File: src/rtl/fifo_pkg.sv
// Shared state encodings for the FIFO control stage and the downstream flag/ack decoder.
package fifo_pkg;
    localparam logic [2:0] ST_INIT     = 3'b000;
    localparam logic [2:0] ST_NO_OP    = 3'b001;
    localparam logic [2:0] ST_WRITE    = 3'b010;
    localparam logic [2:0] ST_WR_ERROR = 3'b011;
    localparam logic [2:0] ST_READ     = 3'b100;
    localparam logic [2:0] ST_RD_ERROR = 3'b101;
endpackage

File: src/rtl/fifo_mem.sv
// DEPTH x DATA_W register file, one write port, registered read port.
// Define FIFO_MEM_CLR_EN to have rst clear every entry; otherwise contents survive reset.
module fifo_mem #(
    parameter int DATA_W = 32,
    parameter int ADDR_W = 3
) (
    input  logic              clk,
    input  logic              rst,
    input  logic              we_i,
    input  logic [ADDR_W-1:0] waddr_i,
    input  logic [DATA_W-1:0] wdata_i,
    input  logic              re_i,
    input  logic [ADDR_W-1:0] raddr_i,
    output logic [DATA_W-1:0] rdata_o
);
    localparam int DEPTH = 1 << ADDR_W;

    logic [DATA_W-1:0] mem_q [DEPTH];
    logic [DATA_W-1:0] rdata_q;

`ifdef FIFO_MEM_CLR_EN
    always_ff @(posedge clk) begin
        if (rst) begin
            for (int i = 0; i < DEPTH; i++) mem_q[i] <= '0;
        end else if (we_i) begin
            mem_q[waddr_i] <= wdata_i;
        end
    end
`else
    // No reset on storage; the controller gates we_i with rst.
    always_ff @(posedge clk) begin
        if (we_i) mem_q[waddr_i] <= wdata_i;
    end
`endif

    always_ff @(posedge clk) begin
        if (rst)       rdata_q <= '0;
        else if (re_i) rdata_q <= mem_q[raddr_i];
    end

    assign rdata_o = rdata_q;
endmodule

File: src/rtl/fifo_ctrl.sv
// FIFO control/storage stage: request arbitration, head/tail pointers, occupancy and memory.
// Build option FIFO_MEM_CLR_EN (handled in fifo_mem) clears the storage on reset.
module fifo_ctrl
    import fifo_pkg::*;
#(
    parameter int DATA_W = 32,
    parameter int DEPTH  = 8,
    parameter int ADDR_W = 3,
    parameter int CNT_W  = 4
) (
    input  logic              clk,
    input  logic              rst,
    input  logic              wr_en,
    input  logic              rd_en,
    input  logic [DATA_W-1:0] din,
    output logic [DATA_W-1:0] dout,
    output logic [2:0]        state,
    output logic [CNT_W-1:0]  data_count
);
    logic [2:0]        state_q, state_d;
    logic [ADDR_W-1:0] head_q, head_d, tail_q, tail_d;
    logic [CNT_W-1:0]  count_q, count_d;
    logic              we_d, re_d;

    always_comb begin
        state_d = ST_NO_OP;
        head_d  = head_q;
        tail_d  = tail_q;
        count_d = count_q;
        we_d    = 1'b0;
        re_d    = 1'b0;
        if (wr_en && !rd_en) begin
            if (count_q != CNT_W'(DEPTH)) begin
                state_d = ST_WRITE;
                we_d    = 1'b1;
                tail_d  = tail_q + ADDR_W'(1);
                count_d = count_q + CNT_W'(1);
            end else begin
                state_d = ST_WR_ERROR;
            end
        end else if (rd_en && !wr_en) begin
            if (count_q != '0) begin
                state_d = ST_READ;
                re_d    = 1'b1;
                head_d  = head_q + ADDR_W'(1);
                count_d = count_q - CNT_W'(1);
            end else begin
                state_d = ST_RD_ERROR;
            end
        end
    end

    always_ff @(posedge clk) begin
        if (rst) begin
            state_q <= ST_INIT;
            head_q  <= '0;
            tail_q  <= '0;
            count_q <= '0;
        end else begin
            state_q <= state_d;
            head_q  <= head_d;
            tail_q  <= tail_d;
            count_q <= count_d;
        end
    end

    // Reset must win over a same-cycle request, so the memory never sees it.
    fifo_mem #(.DATA_W(DATA_W), .ADDR_W(ADDR_W)) u_mem (
        .clk     (clk),
        .rst     (rst),
        .we_i    (we_d && !rst),
        .waddr_i (tail_q),
        .wdata_i (din),
        .re_i    (re_d && !rst),
        .raddr_i (head_q),
        .rdata_o (dout)
    );

    assign state      = state_q;
    assign data_count = count_q;
endmodule
File: config.mk
export PLATFORM = sky130hd
export DESIGN_NAME = fifo_ctrl
export DESIGN_NICKNAME = d
export VERILOG_FILES = /design/src/rtl/fifo_pkg.sv /design/src/rtl/fifo_mem.sv /design/src/rtl/fifo_ctrl.sv
export SDC_FILE = /design/constraint.sdc
export NUM_CORES = 1
export LEC_CHECK = 0
export ABC_AREA = 1
export ABC_CLOCK_PERIOD_IN_PS = 3750
export CORE_MARGIN = 2
export CORE_UTILIZATION = 35
export DETAILED_ROUTE_END_ITERATION = 8
export HOLD_SLACK_MARGIN = 0.15
export PLACE_DENSITY = 0.51
export SLEW_MARGIN = 20
export SYNTH_ARGS = -nofsm -noshare
export SYNTH_HDL_FRONTEND = slang
export SYNTH_SLANG_ARGS = --single-unit
export TNS_END_PERCENT = 20
File: constraint.sdc
create_clock -name clk -period 3.75 [get_ports clk]
set_input_delay 0.5625 -clock clk [delete_from_list [all_inputs] [get_ports clk]]
set_output_delay 0.5625 -clock clk [all_outputs]
set_load 0.005 [all_outputs]
==> results.toml <==
[outcome]
status = "finished, final reports clean"

[global_route]
grt_max_degree = 99
grt_use_total = 0.164
grt_pass1_vias = 7641
antenna_found_initial = 0
gr-total-overflow = 0
grt_pass1_wl_mm = 45.1

[timing]
period_minus_slack_ns = 2.60
setup_viol = 0
finalClockSkew_ns = 0.0152
timing.hold.ws_ns = 0.472
slew_headroom = 0.302
setup-tns-final_ns = 0
maxSlewViolCount = 0
tightest_slew_ns = 1.05
fin_ws_ns = 1.15
rsz0062_at_grt = "no"
fin_crit_sh = 0.694
hold_viol_final = 0
fmax_ghz = 0.384

[cts]
clk_pin_slew_worst_paths_ns = 0.06
postCtsSetupBuffers = 0
root_buffer = "clkbuf_16"
clk-insertion-delay-late_ns = 0.56
clockBufferDepth = 3
cts_hold_buf = 0
cts_tree = "done"
clock_sinks = 301
htree_levels = 1
numCtsBuffers = 31
post_cts_resized = 0

[route]
drtIter0Drc = 446
route.detailed.drc = 0
postRouteAntennaNets = 0
post_drt_wl_per_cell_um = 18.0
wl_mm = 28.7
viasPerCell = 4.78
vias = 7594
firstDrtPassIters = 5

[cells_and_area]
drive_above_1_share = 0.0762
num_antenna_cells = 0
fin_cells = 1589
fill_cells = 3186
syn_to_final_growth_pct = 19.6
fin_nets = 1160

[setup_path]
timing_worst_setup_path_type = "in -> reg"
cp-end-kind = "flop"
worstPathArrival_ns = 2.86
cp_max_fo = 20
crit_required_ns = 4.00
cp-start-kind = "primary input"

[floorplan]
die_w_um = 189
die_area_mm2 = 0.0355
io_pins = 75
num_rows = 67
coreArea_mm2 = 0.0335
fp.dieH_um = 189
start_util = 0.355

[placement]
io_buffers = 74
place_hpwl_mm = 17.0
pre_cts_ws_ns = 0.613
gp_congestion = 0.763
placed_cells = 1530

[synth]
synth.most_common_cell = "nand2_1"
yosys.area.top_type = "edfxtp_1"
synth_seq_area_share = 0.721
yosys-top-cells-area = "edfxtp_1 65%, nand2_1 12%, nand3_1 9.7%"
synthCells = 1045
synth_top_area_frac = 0.645
synth_edf_count = 256
ys_ff_latch = 301
syn-cell-area_mm2 = 0.0119
async_flop_share = 0
ys_warn_count = 0
yosysUniqueCellTypes = 25
syn_avg_cell_area_um2 = 11.4
ys.flop_type = "edfxtp_1"
syn-num-nets = 1089
synth_common_cells = "366 x nand2_1, 256 x edfxtp_1, 230 x nand3_1"

[pwr]
power_frac_comb = 0.133
clkPwrFrac = 0.386
p_leak_nw = 5.22
seq_power_share = 0.480
p_int_mw = 5.97
vdd_drop_max_v = 0.000348
switching_share = 0.251
p_per_area_mw_per_mm2 = 559
switchingPower_mw = 2.00

[run]
drv_cap = 0

[hold_path]
hold_class = "reg -> reg"
==> metrics by stage <==
step | utilization | area (um^2) | power (mW)
CTS | 0.424 | 14200 | 8.05
detailed placement | 0.394 | 13200 | 4.96
finish | 0.425 | 14300 | 7.97
global placement | 0.394 | 13200 | 4.96
floorplan | - | 11900 | 4.53
global route | 0.425 | 14300 | 8.33
==> area by class of cell <==
class	instances	area, um^2	share of cell area
multi-input combinational	654	2960	0.208
timing repair buffer	96	988	0.0693
clock inverter	18	190	0.0133
clock buffer	40	840	0.0589
inverter	32	121	0.00851
tap	448	561	0.0393
sequential	301	8590	0.603
==> power by group through the flow <==
| stage | registers, mW | clock network [mW] | logic, mW |
|---|---|---|---|
| global route | 3.84 | 3.29 | 1.20 |
| CTS | 3.83 | 3.16 | 1.07 |
| detailed placement | 3.90 | 0 | 1.06 |
| finish | 3.83 | 3.08 | 1.06 |
| global placement | 3.90 | 0 | 1.06 |
| floorplan | 3.87 | 0 | 0.653 |
==> cells by family after synthesis <==
logic type / share of synthesized area
compound gates: 0.00872
xor+xnor: 0.00147
fa+ha+maj: 0.00840
buf+inv: 0.0356
flops: 0.721
simple gates: 0.225
==> critical path, stage by stage <==
cell and delay (ns):
clkdlybuf4s50_1 0.46, inv_1 0.10, ha_1 0.29, inv_2 0.10, nor2_1 0.13, nand2_1 0.11, inv_1 0.10, nand2_1 0.22
nor2_4 0.51, buf_12 0.25
==> registers in the layout (all words and copies together), names as in the netlist <==
register       flops
u_mem.mem_q      256
u_mem.rdata_o     32
data_count         4
head_q             3
state              3
tail_q             3
==> path summary, 6_finish.rpt <==
check / from / to / slack, ns / cells after the start
setup reg to reg: head_q[0] / u_mem.rdata_o[14] / 1.16 / 9
hold / removal: u_mem.rdata_o[12] / u_mem.rdata_o[12] / 0.47 / 2
hold reg to reg: u_mem.rdata_o[12] / u_mem.rdata_o[12] / 0.47 / 2
setup / recovery: rd_en / u_mem.mem_q[1][21] / 1.15 / 10
==> cell usage in the layout, fill, tap and decap left out, types with 8 or more instances in the layout <==
master,netlist,layout
edfxtp_1,256,256
dfxtp_1,45,43
nand3_1,230,230
a21oi_1,12,12
buf_4,3,16
ha_1,8,8
clkdlybuf4s50_1,0,74
nor2_1,22,14
inv_1,28,27
clkinv_2,0,8
nor2_4,0,8
nand2_1,366,366
clkbuf_16,0,31
==> routing by layer <==
layer	wire (um)	GRT usage	share of wire
met5	0	0	0
met3	1260	0.0231	0.044
met2	13200	0.263	0.46
met4	448	0.0391	0.016
met1	13800	0.236	0.48
Power figures use the tool's default switching activity.
